`src/rtl/delay_line_reader.sv`:
```
// delay_line_reader: reads one delayed sample from a circular sample memory
// per audio tick and presents it on a valid/ready output.
// Optional build macro DLR_UNDERFLOW_MUTE_EN: count accepted ticks since arming.
// Output is zeroed while fewer ticks than the requested delay have been seen,
// so the delay line has not yet been filled.
module delay_line_reader #(
  parameter int unsigned ADDR_W = 16,
  parameter int unsigned DATA_W = 8
) (
  input  logic              clk,
  input  logic              rst_n,
  input  logic              en,
  input  logic              sample_tick,
  input  logic [ADDR_W-1:0] wr_ptr,
  input  logic [ADDR_W-1:0] delay,
  output logic              mem_re,
  output logic [ADDR_W-1:0] mem_addr,
  input  logic [DATA_W-1:0] mem_rdata,
  output logic [DATA_W-1:0] out_data,
  output logic              out_valid,
  input  logic              out_ready,
  output logic              busy,
  output logic              overrun
);

  localparam int unsigned STATE_W = 3;

  localparam logic [STATE_W-1:0] S_IDLE  = 3'd0;
  localparam logic [STATE_W-1:0] S_ARMED = 3'd1;
  localparam logic [STATE_W-1:0] S_FETCH = 3'd2;
  localparam logic [STATE_W-1:0] S_WAIT  = 3'd3;
  localparam logic [STATE_W-1:0] S_HOLD  = 3'd4;

  logic [STATE_W-1:0] state_q, state_d;
  logic               mem_re_q, mem_re_d;
  logic [ADDR_W-1:0]  mem_addr_q, mem_addr_d;
  logic [DATA_W-1:0]  rdata_q;
  logic               wait_ph_q, wait_ph_d;
  logic [DATA_W-1:0]  out_data_q, out_data_d;
  logic               out_valid_q, out_valid_d;
  logic               busy_q, busy_d;
  logic               overrun_q, overrun_d;
  logic               en_prev_q;
  logic               en_rise;
  logic               tick_dropped;

`ifdef DLR_UNDERFLOW_MUTE_EN
  logic [ADDR_W-1:0]  cnt_q, cnt_d;
  logic               mute_q, mute_d;
`endif

  assign en_rise = en & ~en_prev_q;

  // State and output registers; reset clears everything immediately.
  always_ff @(posedge clk or negedge rst_n) begin
    if (!rst_n) begin
      state_q     <= S_IDLE;
      mem_re_q    <= 1'b0;
      mem_addr_q  <= '0;
      rdata_q     <= '0;
      wait_ph_q   <= 1'b0;
      out_data_q  <= '0;
      out_valid_q <= 1'b0;
      busy_q      <= 1'b0;
      overrun_q   <= 1'b0;
      en_prev_q   <= 1'b0;
`ifdef DLR_UNDERFLOW_MUTE_EN
      cnt_q       <= '0;
      mute_q      <= 1'b0;
`endif
    end else begin
      state_q     <= state_d;
      mem_re_q    <= mem_re_d;
      mem_addr_q  <= mem_addr_d;
      rdata_q     <= mem_rdata;
      wait_ph_q   <= wait_ph_d;
      out_data_q  <= out_data_d;
      out_valid_q <= out_valid_d;
      busy_q      <= busy_d;
      overrun_q   <= overrun_d;
      en_prev_q   <= en;
`ifdef DLR_UNDERFLOW_MUTE_EN
      cnt_q       <= cnt_d;
      mute_q      <= mute_d;
`endif
    end
  end

  // Next-state and next-output logic. Read data is registered on entry
  // (rdata_q), so WAIT spans two cycles: one to land the memory word,
  // one to move it to the output, giving out_valid three edges after the tick.
  always_comb begin
    state_d      = state_q;
    mem_re_d     = 1'b0;
    mem_addr_d   = mem_addr_q;
    wait_ph_d    = wait_ph_q;
    out_data_d   = out_data_q;
    out_valid_d  = out_valid_q;
    overrun_d    = overrun_q;
    tick_dropped = 1'b0;
`ifdef DLR_UNDERFLOW_MUTE_EN
    cnt_d        = cnt_q;
    mute_d       = mute_q;
`endif

    case (state_q)
      S_IDLE: begin
        if (en) begin
          state_d = S_ARMED;
`ifdef DLR_UNDERFLOW_MUTE_EN
          cnt_d   = '0;
`endif
        end
      end
      S_ARMED: begin
        if (!en) begin
          state_d = S_IDLE;
        end else if (sample_tick) begin
          mem_re_d   = 1'b1;
          mem_addr_d = wr_ptr - delay;
          state_d    = S_FETCH;
`ifdef DLR_UNDERFLOW_MUTE_EN
          mute_d     = (cnt_q < delay);
          if (cnt_q != {ADDR_W{1'b1}}) begin
            cnt_d = cnt_q + ADDR_W'(1);
          end
`endif
        end
      end
      S_FETCH: begin
        tick_dropped = sample_tick;
        wait_ph_d    = 1'b0;
        state_d      = S_WAIT;
      end
      S_WAIT: begin
        tick_dropped = sample_tick;
        if (!wait_ph_q) begin
          wait_ph_d = 1'b1;
        end else begin
          wait_ph_d   = 1'b0;
`ifdef DLR_UNDERFLOW_MUTE_EN
          out_data_d  = mute_q ? '0 : rdata_q;
`else
          out_data_d  = rdata_q;
`endif
          out_valid_d = 1'b1;
          state_d     = S_HOLD;
        end
      end
      S_HOLD: begin
        tick_dropped = sample_tick;
        if (out_ready) begin
          out_valid_d = 1'b0;
          state_d     = en ? S_ARMED : S_IDLE;
        end
      end
      default: begin
        state_d = S_IDLE;
      end
    endcase

    // Re-enabling clears the sticky flag; a drop in the same cycle wins.
    if (en_rise) begin
      overrun_d = 1'b0;
    end
    if (tick_dropped) begin
      overrun_d = 1'b1;
    end

    busy_d = (state_d == S_FETCH) || (state_d == S_WAIT) || (state_d == S_HOLD);
  end

  assign mem_re    = mem_re_q;
  assign mem_addr  = mem_addr_q;
  assign out_data  = out_data_q;
  assign out_valid = out_valid_q;
  assign busy      = busy_q;
  assign overrun   = overrun_q;

endmodule

```
`config.mk`:
```
export PLATFORM = sky130hd
export DESIGN_NAME = delay_line_reader
export DESIGN_NICKNAME = d
export VERILOG_FILES = /design/src/rtl/delay_line_reader.sv
export SDC_FILE = /design/constraint.sdc
export NUM_CORES = 1
export LEC_CHECK = 0
export ABC_AREA = 1
export CORE_MARGIN = 2
export CORE_UTILIZATION = 35
export CTS_BUF_LIST = sky130_fd_sc_hd__clkbuf_4 sky130_fd_sc_hd__clkbuf_8 sky130_fd_sc_hd__clkbuf_16
export CTS_CLUSTER_DIAMETER = 100
export DETAILED_ROUTE_END_ITERATION = 8
export PLACE_DENSITY_LB_ADDON = 0.25
export SYNTH_ARGS = -nofsm -noshare
export SYNTH_HDL_FRONTEND = slang
export SYNTH_SLANG_ARGS = --single-unit
export TNS_END_PERCENT = 20
```
`constraint.sdc`:
```
create_clock -name clk -period 1.3 [get_ports clk]
set_input_delay 0.26 -clock clk [delete_from_list [all_inputs] [get_ports clk]]
set_output_delay 0.26 -clock clk [all_outputs]
set_load 0.005 [all_outputs]
```
* Word level (Yosys, flattened, before mapping)
Cells that the tools add are included.
** Operators by class
- Add/sub/neg operators :: 1
- Reduce and logical (&&, ||, !) cells :: 10
- Equal/unequal tests :: 9
- Mux-type cells :: 18
- Bitwise operators :: 2
** Operators by type and width (count)
- $sub 16x16->16 :: 1
- $mux 3 :: 5
- $pmux 3 s5 :: 1
- $eq 3x2->1 const B :: 4
- $mux 1 :: 10
- $eq 3x3->1 const B :: 2
- $reduce_and 3->1 :: 2
- $reduce_bool 2->1 :: 3
- $ne 2x2->1 const B :: 2
- $pmux 1 s2 :: 2
- $eq 3x1->1 const B :: 1
- $logic_not 3->1 :: 1
- $reduce_or 3->1 :: 1
- $logic_or 1x1->1 :: 2
- $reduce_and 2->1 :: 1
- $and 1x1->1 :: 1
- $not 1->1 :: 1
** Storage, ports and cells
- Output and inout port bits :: 28
- Bits of input ports :: 45
- Logic and storage cells :: 50
- Flip-flop bits (word level) :: 41

* Longest topological paths before layout
- Depth in word-level cells :: 6
- Mapped depth :: 12
- Gate-level depth less buffers :: 12

* Worst setup path before layout
No wires, ideal clock.
- Kind :: input to register
- Start :: input wr_ptr[0]
- End :: register mem_addr_q[12] (netlist: mem_addr[12])
- Library setup time :: 0.117 ns
- Arrival time :: 1.429 ns
- Slack :: -0.246 ns
- Path buffers :: 0
- Stages on the path :: 11
- Data required time :: 1.183 ns
- Path through :: inv_1 > ha_1 > fa_1 > inv_1 > nand3_1 > nand3_1 > nand3_1 > nand3_1 > nand2_1 > nand3_2 > nand2_1
** Between the ends
- Cells in the longest elaborated chain, start to end :: 1
** Ends and longest elaborated chain
- start: declaration :: line 14 : input logic [ADDR_W-1:0] wr_ptr,
- $sub 16x16->16 :: line 120 : mem_addr_d = wr_ptr - delay;
- end signal: assignment :: line 74 : mem_addr_q <= mem_addr_d;
- end: declaration :: line 36 : logic [ADDR_W-1:0] mem_addr_q, mem_addr_d;
Every way passes these cells.
A chain may end at the register's enable or synchronous reset.

* Final worst setup path
- Start :: input delay[8]
- End :: register mem_addr_q[12] (netlist: mem_addr[12])
** Between the ends
- Cells in the longest elaborated chain, start to end :: 1
** Ends and longest elaborated chain
- start: declaration :: line 15 : input logic [ADDR_W-1:0] delay,
- $sub 16x16->16 :: line 120
Every way passes these cells.

==> impl_metrics.csv <==
group,metric,value,unit
clock_network,root_driver,"clkbuf_8",
clock_network,cts_tree,"yes",
yosys,ys_dominant_reg_cell,"dfrtp_1",
yosys,post-synth-top-count-cell,"nand2_1",
run,timing.max_cap.violations,0,
worst_setup_path,worst_setup_sp_type,"primary input",
place,place_hpwl,4440,um
routing,postRouteWirelength,6330,um
grt,grt_busiest_layer,"met2",
worst_setup_path,setup.worst_path.end,"mem_addr[12]$_DFFE_PN0P_",
clock_network,path_clk_slew,0.07,ns
yosys,synth_top_area_share,40.5,%
pwr,power.sequential.fraction,37.7,%
timing,max_freq,781,MHz
layout,diodes,0,
yosys,mapped_avg_cell_area,7.84,um^2
worst_setup_path,r2r_start,"state_q[1]$_DFF_PN0_",
outcome,run_status,"finished, final reports clean",
pwr,p_int,3.44,mW
routing,wl_per_cell,11.9,um
yosys,ys_async_sr_fraction,100,%
place,buffer_ports.inserted,72,
yosys,synth.yosys.seq_area_share,40.5,%
grt,gr-usage-all-layers,15.9,%
layout,layout.filler_cells,653,
grt,global_route_wire_length_before_repair,10100,um
yosys,synthDistinctLibCells,30,
yosys,synth_edf_count,0,
worst_setup_path,highest_fanout_seen_on_the_critical_path,4,
timing,slew_headroom,77.1,%
pwr,p_leak,2.13,nW
pwr,vdd.ir_drop.worst,0.000497,V
yosys,post_synth_main_area_contributors,"dfrtp_1 (40%), nand2_1 (17%), inv_1 (8.1%)",
layout,fin_nets,494,
yosys,synth_cells,323,
clock_network,clkSinkCount,41,
worst_hold_path,hold_class,"primary input to register",
clock_network,h_tree_lvls,2,
yosys,ys_ff_latch,41,
layout,area.growth.synth_to_final,63.8,%
worst_setup_path,rrSetupSlack,0.02,ns
routing,drt_iter0_drc,110,
worst_setup_path,critical_path.startpoint,"delay[8]",
floorplanning,die_height,89.1,um
clock_network,numCtsBuffers,5,
yosys,synth-xor-area-share,1.38,%
routing,drc,0,
routing,detail_route.first_pass.iterations,4,
place,final_gp_congestion,0.814,
pwr,power.share.clock,14.1,%
grt,grt_util_met2,28.7,%
clock_network,worst_skew_pair.late_latency,0.28,ns
place,place_area,3620,um^2
floorplanning,die_w,89.1,um
grt,grt_remaining_overflow,0,
timing,totalNegativeSetupSlack,0,ns
layout,final_layout_size_suffix_gt1_share,42.4,%
grt,grt_pass1_vias,2308,
grt,antenna_violations_before_repair,0,
floorplanning,number_of_rows_created_at_floorplan,31,
worst_setup_path,worst_path_required,1.48,ns
yosys,synth_nets,384,
timing,timing.final.max_slew_violations,0,
grt,grt_max_degree,29,
timing,finClkSkew,0.00730,ns
floorplanning,ioPinCount,73,
timing,rsz0062_at_grt,"yes",
worst_setup_path,setup.worst_path.end_class,"register",
yosys,yosysWarningCount,0,
pwr,power.share.switching,34.6,%
routing,route.vias.total,2360,
yosys,mappedNetlistArea,2530,um^2
worst_setup_path,capturing_point_of_the_worst_reg2reg_path,"out_data[1]$_DFFE_PN0P_",
pwr,power_per_cell_area,1270,nW/um^2
pwr,power_switching,1.82,mW
yosys,synth_top_family_by_area,"simple AND/OR/NAND/NOR gates",
timing,final_hold_viol_count,0,
worst_setup_path,r2r.worst_path.cells,5,
worst_setup_path,arrival,1.46,ns
yosys,synth-simple-area-share,30.6,%
clock_network,clk_path_buf_depth,2,
timing,finalSetupViolCount,0,
floorplanning,core_region_area,7140,um^2
yosys,post_synth_most_frequent_cells,"nand2_1 (113), inv_1 (55), dfrtp_1 (41), ha_1 (15), nor2_1 (14)",
yosys,yosys-mux-area-fraction,4.74,%
worst_setup_path,worst-setup-path-type,"primary input to register",
timing,tightest_slew,0.343,ns
yosys,synth_fa_ha_area_share,8.20,%
layout,postLayoutCellArea,4150,um^2
timing,final_min_period_over_clock_period,98.5,%
pwr,comb_power_share,48.2,%
floorplanning,design.die.area,7940,um^2
grt,grt_use_met3,2.68,%
routing,vias_per_cell,4.44,
yosys,synth_area_leader_cell,"dfrtp_1",
timing,period_needed,1.28,ns
routing,drt.antenna.violating_nets,0,
yosys,synth_compound_gate_area_share,4.64,%
grt,grt_util_met1,19.2,%
floorplanning,floorplan.initialDensity,35.5,%
layer usage:
metal	part of all wire, %	up-vias
met5	0	-
met4	2.4	0
met3	4.8	11
met2	49	59
met1	43	1072
li1	-	1218
cell families (layout without fill, tap and decap cells):
family | Yosys count | in the layout
adder cells (fa/ha/maj) | 16 | 16
multiplexers | 8 | 8
flip-flops | 41 | 41
AND/OR/NAND/NOR | 168 | 168
buffers and inverters | 64 | 173
XOR/XNOR | 4 | 4
AO/OA/AOI/OAI | 22 | 22
power groups by stage:
stage,Clock [mW],Sequential [mW],Combinational [mW]
after floorplan,0,2.05,1.08
after global placement,0,2.01,2.44
after detailed placement,0,2.02,2.47
after CTS,0.774,1.98,2.39
after global routing,0.838,2.04,2.81
final,0.741,1.98,2.54
flip-flops by register name (all words and copies together) (netlist names):
| register | flops |
|---|---|
| mem_addr | 16 |
| state_q | 3 |
| mem_re | 1 |
| busy | 1 |
| wait_ph_q | 1 |
| en_prev_q | 1 |
| overrun | 1 |
| rdata_q | 8 |
| out_valid | 1 |
| out_data | 8 |
how the worst min path moves through the flow:
stage	startpoint	to	slack, ns	depth (start not counted)
after floorplan	rst_n	busy$_DFF_PN0_	-0.04	0
after global placement	rst_n	overrun$_DFFE_PN0P_	0.18	1
after detailed placement	rst_n	overrun$_DFFE_PN0P_	0.18	1
after CTS	delay[0]	mem_addr[0]$_DFFE_PN0P_	0.25	3
after global routing	delay[0]	mem_addr[0]$_DFFE_PN0P_	0.25	3
final	delay[0]	mem_addr[0]$_DFFE_PN0P_	0.26	3
placed cells by master, fill, tap and decap left out, drive strengths merged, types with 2 or more instances in the layout:
cell,n
nand3,23
dlygate4sd2,37
inv,61
nor3,3
xnor2,2
nor2,16
clkdlybuf4s15,8
nand3b,3
or2,4
clkdlybuf4s50,13
buf,37
o21ai,13
clkbuf,15
a21oi,8
nand2,115
ha,15
dfrtp,41
xor2,2
mux2,8
nand4,3
final cells by class:
| class | instances | area [um^2] | share of cell area (%) |
|---|---|---|---|
| Timing Repair Buffer | 106 | 906 | 21.8 |
| Sequential cell | 41 | 1030 | 24.7 |
| Clock buffer | 5 | 68.8 | 1.66 |
| Clock inverter | 1 | 5.00 | 0.121 |
| Multi-Input combinational cell | 218 | 1770 | 42.7 |
| Tap cell | 99 | 124 | 2.98 |
| Inverter | 61 | 246 | 5.94 |
critical path, stage by stage:
cell and delay, ns:
dlygate4sd2_1 0.20, inv_2 0.04, ha_4 0.29, nand2_4 0.05, buf_4 0.13, nor2_4 0.14
nand3_4 0.08, nand3_2 0.08, nand2_1 0.06, nand3_2 0.06, nand2_1 0.05
per-stage QoR:
stage | utilization, % | hold WS (ns) | instances | total power, mW | setup WS [ns]
2_1_floorplan | - | -0.0356 | 323 | 3.14 | -0.0855
3_3_place_gp | 50.7 | 0.181 | 520 | 4.45 | -0.723
3_5_place_dp | 50.7 | 0.183 | 520 | 4.49 | -0.783
4_1_cts | 56.2 | 0.249 | 529 | 5.14 | -0.0219
5_1_grt | 58.2 | 0.253 | 531 | 5.69 | -0.0672
6_report | 58.2 | 0.259 | 531 | 5.26 | 0.0193
what timing repair did:
item	CTS	global route
endpoints found under the setup margin	44	23
hold buffers	1	0
resized for setup	153	69
setup buffers	3	2
endpoints found under the hold margin	13	0
pin swaps	50	48
Power figures use the tool's default switching activity.
